===== config.mk =====
export PLATFORM = sky130hd
export DESIGN_NAME = sfx_voice_scheduler_flat
export DESIGN_NICKNAME = d
export VERILOG_FILES = /design/src/rtl/sfx_voice_scheduler.sv /design/src/rtl/sfx_voice_scheduler_if.sv /design/src/flat_wrapper.sv
export SDC_FILE = /design/constraint.sdc
export NUM_CORES = 1
export LEC_CHECK = 0
export ABC_CLOCK_PERIOD_IN_PS = 11600
export CAP_MARGIN = 20
export CORE_MARGIN = 4
export CORE_UTILIZATION = 61
export CTS_BUF_LIST = sky130_fd_sc_hd__clkbuf_8
export DETAILED_ROUTE_END_ITERATION = 12
export PLACE_DENSITY = 0.83
export SYNTH_ARGS = -nofsm -noshare
export SYNTH_HDL_FRONTEND = slang
export SYNTH_SLANG_ARGS = --single-unit

===== constraint.sdc =====
create_clock -name i_clk -period 11.6 [get_ports i_clk]
set_input_delay 2.32 -clock i_clk [delete_from_list [all_inputs] [get_ports i_clk]]
set_output_delay 2.32 -clock i_clk [all_outputs]
set_load 0.01 [all_outputs]

===== src/rtl/sfx_voice_scheduler.sv =====
// Polyphonic sound-effect scheduler.
// Holds up to NUM_VOICES button events, and on every sample tick walks the slot
// table, fetches one SRAM sample per live voice, shifts it by the voice volume,
// sums and saturates the result to a 16-bit mixed sample.
// Ports:
//   i_clk, i_rst : clock, asynchronous active-high reset
//   bus (slave)  : tick/time/raw-mode inputs, event valid/ready handshake,
//                  SRAM address/data, mixed sample + valid, busy/overrun/occupancy
//
// state  | meaning
// IDLE   | waiting for a tick, events accepted here only
// SCAN   | evaluate slot r_k: issue read if live, retire if expired
// WAIT   | SRAM read latency countdown
// ACC    | add shifted sample of slot r_k into the accumulator
// RAW    | issue raw read at the latched time
// DONE   | saturate and publish the mixed sample

package sound_pkg;
  // Each sound owns a 32K-sample window of the 1M-sample SRAM.
  function automatic logic [19:0] sound_addr(input logic [4:0] id);
    return {id, 15'h0000};
  endfunction

  function automatic logic [19:0] sound_length(input logic [4:0] id);
    return 20'd600 + 20'(id) * 20'd40;
  endfunction
endpackage

module sfx_voice_scheduler
  import sound_pkg::*;
#(
  parameter int NUM_VOICES = 4,
  parameter int SRAM_LAT   = 2
) (
  input logic                  i_clk,
  input logic                  i_rst,
  sfx_voice_scheduler_if.slave bus
);

  localparam int KW = (NUM_VOICES > 1) ? $clog2(NUM_VOICES) : 1;
  localparam int WW = $clog2(SRAM_LAT + 1);
  localparam logic [KW-1:0] LAST = KW'(NUM_VOICES - 1);

  typedef enum logic [2:0] {S_IDLE, S_SCAN, S_WAIT, S_ACC, S_RAW, S_DONE} state_t;

  state_t                r_state;
  logic [NUM_VOICES-1:0] r_valid;
  logic [19:0]           r_start [NUM_VOICES];
  logic [20:0]           r_end   [NUM_VOICES];
  logic [19:0]           r_base  [NUM_VOICES];
  logic [1:0]            r_vol   [NUM_VOICES];
  logic [KW-1:0]         r_k;
  logic [WW-1:0]         r_wait;
  logic [19:0]           r_time;
  logic                  r_raw;
  logic signed [19:0]    r_acc;
  logic [19:0]           r_sram_addr;
  logic [15:0]           r_mix;
  logic                  r_mix_valid;

  logic               w_free_any;
  logic [KW-1:0]      w_free_idx;
  logic [3:0]         w_cnt;
  logic               w_ready;
  logic               w_evt_store;
  logic               w_ended;
  logic               w_live;
  logic [19:0]        w_voice_addr;
  logic signed [15:0] w_dq_shift;
  logic signed [19:0] w_acc_next;
  logic [15:0]        w_sat;
  logic               w_unused_evt_bits;

  // Lowest-index free slot wins: scan downward so the last hit is the lowest.
  always_comb begin
    w_free_any = 1'b0;
    w_free_idx = '0;
    w_cnt      = 4'd0;
    for (int i = NUM_VOICES - 1; i >= 0; i--) begin
      if (!r_valid[i]) begin
        w_free_any = 1'b1;
        w_free_idx = KW'(i);
      end
      w_cnt = w_cnt + 4'(r_valid[i]);
    end
  end

  assign w_ready     = w_free_any & (r_state == S_IDLE);
  // Muted or all-zero events complete the handshake but are dropped.
  assign w_evt_store = bus.i_evt_valid & w_ready & ~bus.i_evt_data[32] & (|bus.i_evt_data);
  assign w_unused_evt_bits = ^{bus.i_evt_data[31:29], bus.i_evt_data[26:25]};

  // End is kept 21 bits wide so start+length never wraps past time 2^20-1.
  assign w_ended      = {1'b0, r_time} >= r_end[r_k];
  assign w_live       = r_valid[r_k] & (r_time >= r_start[r_k]) & ~w_ended;
  assign w_voice_addr = r_base[r_k] + r_time - r_start[r_k];
  assign w_dq_shift   = $signed(bus.i_sram_dq) >>> r_vol[r_k];
  assign w_acc_next   = r_acc + {{4{w_dq_shift[15]}}, w_dq_shift};

  always_comb begin
    if (r_acc > 20'sd32767)       w_sat = 16'h7FFF;
    else if (r_acc < -20'sd32768) w_sat = 16'h8000;
    else                          w_sat = r_acc[15:0];
  end

  always_ff @(posedge i_clk or posedge i_rst) begin
    if (i_rst) begin
      r_state     <= S_IDLE;
      r_valid     <= '0;
      r_k         <= '0;
      r_wait      <= '0;
      r_time      <= '0;
      r_raw       <= 1'b0;
      r_acc       <= '0;
      r_sram_addr <= '0;
      r_mix       <= '0;
      r_mix_valid <= 1'b0;
      for (int i = 0; i < NUM_VOICES; i++) begin
        r_start[i] <= '0;
        r_end[i]   <= '0;
        r_base[i]  <= '0;
        r_vol[i]   <= '0;
      end
    end else begin
      r_mix_valid <= 1'b0;

      // Only possible in IDLE, so never collides with a retire in SCAN.
      if (w_evt_store) begin
        r_valid[w_free_idx] <= 1'b1;
        r_start[w_free_idx] <= bus.i_evt_data[19:0];
        r_end[w_free_idx]   <= {1'b0, bus.i_evt_data[19:0]} +
                               {1'b0, sound_length(bus.i_evt_data[24:20])};
        r_base[w_free_idx]  <= sound_addr(bus.i_evt_data[24:20]);
        r_vol[w_free_idx]   <= bus.i_evt_data[28:27];
      end

      case (r_state)
        S_IDLE: begin
          if (bus.i_tick) begin
            r_time  <= bus.i_time;
            r_raw   <= bus.i_play_stored;
            r_acc   <= '0;
            r_k     <= '0;
            r_state <= bus.i_play_stored ? S_RAW : S_SCAN;
          end
        end
        S_SCAN: begin
          if (w_live) begin
            r_sram_addr <= w_voice_addr;
            r_wait      <= WW'(SRAM_LAT);
            r_state     <= S_WAIT;
          end else begin
            if (r_valid[r_k] && w_ended) r_valid[r_k] <= 1'b0;
            if (r_k == LAST) r_state <= S_DONE;
            else             r_k     <= r_k + KW'(1);
          end
        end
        S_WAIT: begin
          if (r_wait == WW'(1)) r_state <= r_raw ? S_DONE : S_ACC;
          else                  r_wait  <= r_wait - WW'(1);
        end
        S_ACC: begin
          r_acc <= w_acc_next;
          if (r_k == LAST) begin
            r_state <= S_DONE;
          end else begin
            r_k     <= r_k + KW'(1);
            r_state <= S_SCAN;
          end
        end
        S_RAW: begin
          r_sram_addr <= r_time;
          r_wait      <= WW'(SRAM_LAT);
          r_state     <= S_WAIT;
        end
        S_DONE: begin
          // Raw data is a single unshifted 16-bit sample, so it never needs clamping.
          r_mix       <= r_raw ? bus.i_sram_dq : w_sat;
          r_mix_valid <= 1'b1;
          r_state     <= S_IDLE;
        end
        default: r_state <= S_IDLE;
      endcase
    end
  end

  assign bus.o_evt_ready  = w_ready;
  assign bus.o_sram_addr  = r_sram_addr;
  assign bus.o_mix        = r_mix;
  assign bus.o_mix_valid  = r_mix_valid;
  assign bus.o_busy       = (r_state != S_IDLE);
  assign bus.o_overrun    = bus.i_tick & (r_state != S_IDLE);
  assign bus.o_active_cnt = w_cnt;

endmodule


===== src/rtl/sfx_voice_scheduler_if.sv =====
// Sound-effect voice scheduler bus.
// Groups the sample strobe, event handshake, SRAM read port and mixer outputs.
//   slave  : the scheduler side (drives o_* signals)
//   master : the host / testbench side (drives i_* signals)
interface sfx_voice_scheduler_if;
  logic        i_tick;
  logic [19:0] i_time;
  logic        i_play_stored;
  logic        i_evt_valid;
  logic [32:0] i_evt_data;
  logic        o_evt_ready;
  logic [19:0] o_sram_addr;
  logic [15:0] i_sram_dq;
  logic [15:0] o_mix;
  logic        o_mix_valid;
  logic        o_busy;
  logic        o_overrun;
  logic [3:0]  o_active_cnt;

  modport slave (
    input  i_tick, i_time, i_play_stored, i_evt_valid, i_evt_data, i_sram_dq,
    output o_evt_ready, o_sram_addr, o_mix, o_mix_valid, o_busy, o_overrun, o_active_cnt
  );

  modport master (
    output i_tick, i_time, i_play_stored, i_evt_valid, i_evt_data, i_sram_dq,
    input  o_evt_ready, o_sram_addr, o_mix, o_mix_valid, o_busy, o_overrun, o_active_cnt
  );
endinterface


===== src/flat_wrapper.sv =====
// flat-port wrapper written by rule: the top's interface ports become plain ports
module sfx_voice_scheduler_flat import sound_pkg::*;
#(
  parameter int NUM_VOICES = 4,
  parameter int SRAM_LAT   = 2
)
  (i_clk, i_rst, bus_i_tick, bus_i_time, bus_i_play_stored, bus_i_evt_valid, bus_i_evt_data, bus_i_sram_dq, bus_o_evt_ready, bus_o_sram_addr, bus_o_mix, bus_o_mix_valid, bus_o_busy, bus_o_overrun, bus_o_active_cnt);
  sfx_voice_scheduler_if bus_i ();
  input logic i_clk;
  input logic i_rst;
  input wire logic [$bits(bus_i.i_tick)-1:0] bus_i_tick;
  input wire logic [$bits(bus_i.i_time)-1:0] bus_i_time;
  input wire logic [$bits(bus_i.i_play_stored)-1:0] bus_i_play_stored;
  input wire logic [$bits(bus_i.i_evt_valid)-1:0] bus_i_evt_valid;
  input wire logic [$bits(bus_i.i_evt_data)-1:0] bus_i_evt_data;
  input wire logic [$bits(bus_i.i_sram_dq)-1:0] bus_i_sram_dq;
  output wire logic [$bits(bus_i.o_evt_ready)-1:0] bus_o_evt_ready;
  output wire logic [$bits(bus_i.o_sram_addr)-1:0] bus_o_sram_addr;
  output wire logic [$bits(bus_i.o_mix)-1:0] bus_o_mix;
  output wire logic [$bits(bus_i.o_mix_valid)-1:0] bus_o_mix_valid;
  output wire logic [$bits(bus_i.o_busy)-1:0] bus_o_busy;
  output wire logic [$bits(bus_i.o_overrun)-1:0] bus_o_overrun;
  output wire logic [$bits(bus_i.o_active_cnt)-1:0] bus_o_active_cnt;
  assign bus_i.i_tick = bus_i_tick;
  assign bus_i.i_time = bus_i_time;
  assign bus_i.i_play_stored = bus_i_play_stored;
  assign bus_i.i_evt_valid = bus_i_evt_valid;
  assign bus_i.i_evt_data = bus_i_evt_data;
  assign bus_i.i_sram_dq = bus_i_sram_dq;
  assign bus_o_evt_ready = bus_i.o_evt_ready;
  assign bus_o_sram_addr = bus_i.o_sram_addr;
  assign bus_o_mix = bus_i.o_mix;
  assign bus_o_mix_valid = bus_i.o_mix_valid;
  assign bus_o_busy = bus_i.o_busy;
  assign bus_o_overrun = bus_i.o_overrun;
  assign bus_o_active_cnt = bus_i.o_active_cnt;
  sfx_voice_scheduler #(.NUM_VOICES(NUM_VOICES), .SRAM_LAT(SRAM_LAT)) u_core (.i_clk(i_clk), .i_rst(i_rst), .bus(bus_i));
endmodule

# Yosys cells after proc, flatten, opt, wreduce, memory -nomap -nowiden
# Cells that the tools add are included.
[word_totals] ff_bits=341 inputBits=74 wordCells=156
[classes] n_addsub=10 mul=1 magnitude_cmp=11 n_eq_ne=13 n_shift=1 mux=63 n_bitwise=14 n_reduce_logical=17
[op_table] operator="$bwmux W80" n=2
[op_table] operator="$mux W20" n=7
[op_table] operator="$bwmux W84" n=1
[op_table] operator="$bmux W20 S2" n=2
[op_table] operator="$pmux W20 S2" n=2
[op_table] operator="$mux W21" n=3
[op_table] operator="$mux W16" n=3
[op_table] operator="$bmux W21 S2" n=1
[op_table] operator="$demux W21 S2" n=1
[op_table] operator="$add A20 B20 Y20" n=2
[op_table] operator="$demux W20 S2" n=1
[op_table] operator="$reduce_or A33 Y1" n=1
[op_table] operator="$mux W2" n=12
[op_table] operator="$add A20 B20 Y21" n=1
[op_table] operator="$ge A20 B21 Y1" n=1
[op_table] operator="$mux W3" n=7
[op_table] operator="$ge A20 B20 Y1" n=1
[op_table] operator="$gt A20 B16 Y1 const B" n=1
[op_table] operator="$lt A20 B16 Y1 const B" n=1
[op_table] operator="$sub A20 B20 Y20" n=1
[op_table] operator="$mux W4" n=4
[op_table] operator="$sshr A16 B2 Y16" n=1
[op_table] operator="$pmux W3 S5" n=1
[op_table] operator="$add A10 B11 Y12 const A" n=1
[op_table] operator="other kinds (36)" n=72

# Logic depth before layout (Yosys ltp)
[logic_depth] word_depth=14 ltp_mapped=18

# Least setup slack after synthesis
# OpenSTA, ideal clock, no wires.
[synth_timing] path_kind="input to register" startpoint="input bus_i_evt_data[21]" endpoint="register u_core.r_end[34] (netlist name)" setup_ns=0.128 t_arrival_ns=5.403 required_ns=11.472 path_slack_ns=6.070 stages=14 path_buffers=0 cell_sequence="ha_1 > ha_1 > fa_1 > o21ai_0 > o21ai_0 > nand2b_1 > a21boi_0 > o22ai_1 > ha_1 > nand2_1 > o21ai_1 > mux2_2 > o2111ai_1 > mux2_1"
[synth_via] elab_chain_cells=4 word_cells_on_any_way=6
[synth_lines] item="start, declared" line="flat_wrapper.sv:15" source="input wire logic [$bits(bus_i.i_evt_data)-1:0] bus_i_evt_data;"
[synth_lines] item="$mul A5 B3 Y8" line="sfx_voice_scheduler.sv:25" source="return 20'd600 + 20'(id) * 20'd40;"
[synth_lines] item="$add A10 B11 Y12" line="sfx_voice_scheduler.sv:25"
[synth_lines] item="$add A20 B20 Y21" line="sfx_voice_scheduler.sv:131" source="r_end[w_free_idx] <= {1'b0, bus.i_evt_data[19:0]} +"
[synth_lines] item="$bwmux W84" line="sfx_voice_scheduler.sv:131"
[synth_lines] item="end signal, assigned by index" line="sfx_voice_scheduler.sv:131"
[synth_lines] item="end, declared" line="sfx_voice_scheduler.sv:49" source="logic [20:0] r_end [NUM_VOICES];"
# Parallel ways exist; a longest one is shown, timed or not.
# A chain may end at the register's enable or synchronous reset.

# Worst setup path in the final report
[layout_timing] startpoint="input bus_i_evt_data[23]" endpoint="register u_core.r_end[59] (netlist name)"
# Same word-level chain as after synthesis.

==> results by stage <==
Yosys:
- The synthesized design contains 0 enable-type register cells.
- Averaged over all synthesized cells, the footprint is roughly 11 sq um.
- The synthesized netlist contains between 60 and 70 unique library cells.
- The synthesized design spends more area on one cell type than any other, namely sky130_fd_sc_hd__dfrtp_1.
- The mapped netlist covers about 16000 sq um.
- Counting every instance in the synthesized netlist gives between 1000 and 1500.
- During synthesis, Yosys emitted a total of 0 warnings.
- The synthesized flop and latch total is roughly 270.
- Ranked by total cell area, the synthesized netlist is headed by sky130_fd_sc_hd__dfrtp_1, sky130_fd_sc_hd__mux2_2, sky130_fd_sc_hd__ha_1, sky130_fd_sc_hd__mux4_2, sky130_fd_sc_hd__nand2_1.
- In this run the biggest area consumer among cell types represents 42.49% of the synthesized area.
- For this run, the register share of the synthesized area comes to 42.49%.
- The main flop type after synthesis is sky130_fd_sc_hd__dfrtp_1.
- The net count after synthesis is between 1500 and 2000.
- For this run, asynchronously set or reset flops after synthesis account for 100.0%.

Layout:
- The post-route netlist has approximately 16% of its cells at a drive strength greater than 1.
- The final cell count without fillers is 1891.
- 0 antenna diodes ended up in the layout.
- Leaving out fill and tap cells, the most frequent cell in the layout is sky130_fd_sc_hd__dfrtp_1.
- The layout filler cell count is between 1500 and 2000.
- In the layout the commonest cells are sky130_fd_sc_hd__dfrtp_1, sky130_fd_sc_hd__nand2_1, sky130_fd_sc_hd__clkdlybuf4s50_1.
- In the final design database the tool counted 1726 nets.
- The area growth from synthesis to layout is 14.29%.

Outcome:
- The run finished with clean final reports.

Timing:
- Setup violations remaining at the end of the flow were counted as 0.
- The setup slack of the critical path after layout is between 5000 and 6000 ps.
- Based on the critical path, the design can be clocked at up to ~0.16 GHz.
- The count of final max-slew check failures is 0.
- The pin slew with the least headroom to its limit is roughly 1100 ps.
- Setup repair after global routing left no endpoint under its margin.
- The smallest clock period supported by the final layout is computed as roughly 6200 ps.
- The final setup TNS is 0 ps.
- The share of the clock period used by the worst path is 53.30%.
- Across the routed clock network, the largest skew measured is approximately 31 ps.
- Headroom to the max-slew limit came out at around a quarter.
- The final number of hold-violating endpoints is 0.

Clock tree:
- The post-CTS setup-driven buffer insertion count is 0.
- The post-cts hold buffer count is 0.
- The root buffer selected by CTS is sky130_fd_sc_hd__clkbuf_8.
- TritonCTS built the clock tree.
- The H-tree was split into 2 levels.
- Clock-pin slew was measured on the worst setup and hold paths at around 60 ps.
- Clock tree synthesis inserted a total of 46 buffers.
- The clock reaches the later pin of the worst-skew pair after approximately 580 ps.
- The number of clock sinks is 269.
- In this run, post-CTS repair resized a total of 0 instances.
- The maximum count of clock buffers along a single path is 3.

Placement:
- Routability-driven placement finished with a final weighted congestion of 0.8681.
- The number of port buffers is roughly 120.
- The worst setup slack before clock tree synthesis is between 4000 and 5000 ps.
- Counting tap cells, the placed design contains a total of ~1800 instances.
- Detailed placement finished with a half-perimeter wire length of 26.54 mm.

Flow run:
- Max-cap violations in this run came to 0.

GRT:
- The total global routing overflow is 0.
- The global router's overall resource usage is between 20% and 30%.
- The via count of the first global-routing pass is about 12000.
- The initial antenna violation count is 0.
- Entering global routing, the biggest net connects roughly 140 pins.
- The global-route wire length before repair is 62.50 mm.

Power and ir drop:
- The power density of the placed cells is between 300 and 400 nW/um^2.
- The analysis attributes to net switching a power of between 2 and 3 mW.
- The share of power burned in registers is 28.2%.
- In this run switching power makes up 42.37% of total power.
- The largest voltage drop on the vdd net is approximately 0.17 mV.
- In this run the static leakage power is ~8.3 nW.
- Of the total power, combinational logic draws 57.5%.
- The share of total power dissipated in the clock network is between 10 and 15%.
- Cell internal power was estimated by the tool at 3.463 mW.

Setup path:
- The type of destination of the critical path is a flop.
- In this run the critical register-to-register path is launched from u_core.r_k[0]$_DFFE_PP0P_.
- The critical path required time is about 12000 ps.
- The worst setup path is of the input pin to flop kind.
- Counting cells, the worst reg-to-reg path comes to 12.
- The highest fanout seen on the critical path is 8.
- The worst register-to-register path ends at u_core.bus.o_sram_addr[1]$_DFFE_PP0P_.
- Data on the critical path arrives at its endpoint at around 6600 ps.
- STA classifies the critical path startpoint as an input pin.
- The register-to-register setup slack is ~6600 ps.

Hold path:
- The terminating pin of the worst hold path is u_core.bus.o_mix[1]$_DFFE_PP0P_.
- The worst hold path belongs to the class flop to flop.
- The worst hold path stage count is 2.
- The hold path startpoint is u_core.bus.o_mix[1]$_DFFE_PP0P_.

Drt:
- The number of DRC markers in iteration 0 is between 900 and 1000.
- The total number of vias is roughly 12000.
- Once detail routing completed, the nets flagged for antenna violations numbered 0.
- The final layout contains routed wiring with a total length of between 30 and 40 mm.
- The final routed DRC violation total is 0.
- The first TritonRoute pass finished after 5 iterations.
- Dividing the detail-routed wire length by the instance count gives 20.16 um.
- The ratio of routed vias to standard cells is 6.178.

Die:
- The total area inside the core boundary comes to 25400 sq um.
- The initial core utilization is slightly above 60%.
- The height of the die is ~170 um.
- The die outline area is approximately 29000 sq um.
- The floorplan step set the die width to 169.2 um.
- Row generation in the floorplan step produced 58 rows.
- For this design the top-level I/O count stands at approximately 120.
==> metrics by stage <==
step	total power, mW	hold slack [ps]	instance area (sq um)	util, %
after floorplan	4.177	445.2	15840	-
after global placement	4.957	457.2	17170	67.59
after detailed placement	5.109	469.1	17170	67.59
after CTS	5.997	481.9	18070	71.15
after global routing	6.503	498.5	18110	71.29
final	6.009	477.9	18110	71.29
==> worst max path at each step <==
stage                       startpoint                              end  slack, ps
global route        bus_i_evt_data[23]     u_core.r_end[59]$_DFFE_PP0P_       5190
detailed placement  bus_i_evt_data[23]     u_core.r_end[34]$_DFFE_PP0P_       4960
floorplan                        i_rst  u_core.bus.o_mix[0]$_DFFE_PP0P_       1870
global placement    bus_i_evt_data[23]     u_core.r_end[34]$_DFFE_PP0P_       5190
CTS                 bus_i_evt_data[23]     u_core.r_end[59]$_DFFE_PP0P_       5560
finish              bus_i_evt_data[23]     u_core.r_end[59]$_DFFE_PP0P_       5420
==> sequential cells by signal (all words and copies together) (netlist names), 2 cells and up <==
signal and count:
u_core.bus.o_mix 16, u_core.bus.o_sram_addr 20, u_core.r_acc 20, u_core.r_base 20, u_core.r_end 84, u_core.r_k 2, u_core.r_start 68, u_core.r_state 3
u_core.r_time 20, u_core.r_valid 4, u_core.r_vol 8, u_core.r_wait 2
==> cells in the mapped netlist, types with 4 or more instances <==
master and instances:
sky130_fd_sc_hd__a21boi_0 4, sky130_fd_sc_hd__o21ai_0 66, sky130_fd_sc_hd__buf_6 4, sky130_fd_sc_hd__buf_4 6, sky130_fd_sc_hd__a221o_1 12, sky130_fd_sc_hd__xnor2_1 29
sky130_fd_sc_hd__xor2_1 14, sky130_fd_sc_hd__a31oi_1 7, sky130_fd_sc_hd__a211oi_1 8, sky130_fd_sc_hd__nand2b_1 7, sky130_fd_sc_hd__a21oi_1 75, sky130_fd_sc_hd__nor4_1 12
sky130_fd_sc_hd__o21bai_1 9, sky130_fd_sc_hd__buf_2 17, sky130_fd_sc_hd__inv_1 94, sky130_fd_sc_hd__mux2_1 35, sky130_fd_sc_hd__a21o_1 19, sky130_fd_sc_hd__mux2_2 115
sky130_fd_sc_hd__nand4_1 8, sky130_fd_sc_hd__dfrtp_1 269, sky130_fd_sc_hd__nor4b_1 8, sky130_fd_sc_hd__o221ai_1 5, sky130_fd_sc_hd__clkbuf_1 40, sky130_fd_sc_hd__fa_1 17
sky130_fd_sc_hd__ha_1 100, sky130_fd_sc_hd__o31ai_1 24, sky130_fd_sc_hd__nor3b_1 9, sky130_fd_sc_hd__and4_1 4, sky130_fd_sc_hd__o21a_1 9, sky130_fd_sc_hd__nor3_1 16
sky130_fd_sc_hd__o211ai_1 4, sky130_fd_sc_hd__and2_1 5, sky130_fd_sc_hd__nand2_1 138, sky130_fd_sc_hd__mux2i_1 33, sky130_fd_sc_hd__mux4_2 46, sky130_fd_sc_hd__buf_1 7
sky130_fd_sc_hd__nand3_1 29, sky130_fd_sc_hd__nor2b_1 25, sky130_fd_sc_hd__nor2_1 57
==> cell type report <==
class	count	area [sq um]	area share, %
tap	330	412.9	2.280
multi-input combinational	995	8417	46.49
inverter	95	364.1	2.011
clock buffer	52	715.7	3.953
timing repair buffer	128	1271	7.021
sequential	269	6736	37.21
clock inverter	22	188.9	1.043
==> layer usage <==
| layer | vias up | global-route usage (%) | routed length (um) |
|---|---|---|---|
| li1 | 5369 | - | - |
| met4 | 0 | 8.750 | 1039 |
| met3 | 78 | 5.777 | 3035 |
| met2 | 402 | 43.33 | 18040 |
| met5 | - | 0 | 0 |
| met1 | 5834 | 37.23 | 16000 |
==> logic make-up after synthesis <==
family	count (synthesis)	synth area share, %
simple gates	336	10.38
buf+inv	170	4.502
flops	269	42.49
fa+ha+maj	117	10.05
xor+xnor	43	2.377
compound gates	269	10.90
other cells	1	0.02367
mux	229	19.29
==> power groups by stage <==
| stage | clock network [mW] | registers [mW] | logic (mW) |
|---|---|---|---|
| after floorplan | 0 | 1.59 | 2.59 |
| final | 0.857 | 1.69 | 3.46 |
| after CTS | 0.871 | 1.69 | 3.44 |
| after global placement | 0 | 1.66 | 3.29 |
| after detailed placement | 0 | 1.70 | 3.41 |
| after global routing | 0.918 | 1.75 | 3.84 |
==> critical path, stage by stage <==
cell and delay [ps]:
sky130_fd_sc_hd__clkdlybuf4s50_1 620, sky130_fd_sc_hd__ha_1 290, sky130_fd_sc_hd__ha_1 230, sky130_fd_sc_hd__fa_1 550
sky130_fd_sc_hd__o21ai_0 180, sky130_fd_sc_hd__o21ai_0 220, sky130_fd_sc_hd__nand2b_1 80, sky130_fd_sc_hd__a21boi_0 190
sky130_fd_sc_hd__o22ai_1 130, sky130_fd_sc_hd__ha_1 370, sky130_fd_sc_hd__nand2_1 80, sky130_fd_sc_hd__o21ai_1 540
sky130_fd_sc_hd__nor2_1 110, sky130_fd_sc_hd__a211oi_1 450, sky130_fd_sc_hd__o21ai_0 210
Note: power is estimated with default switching activity, not from simulation.
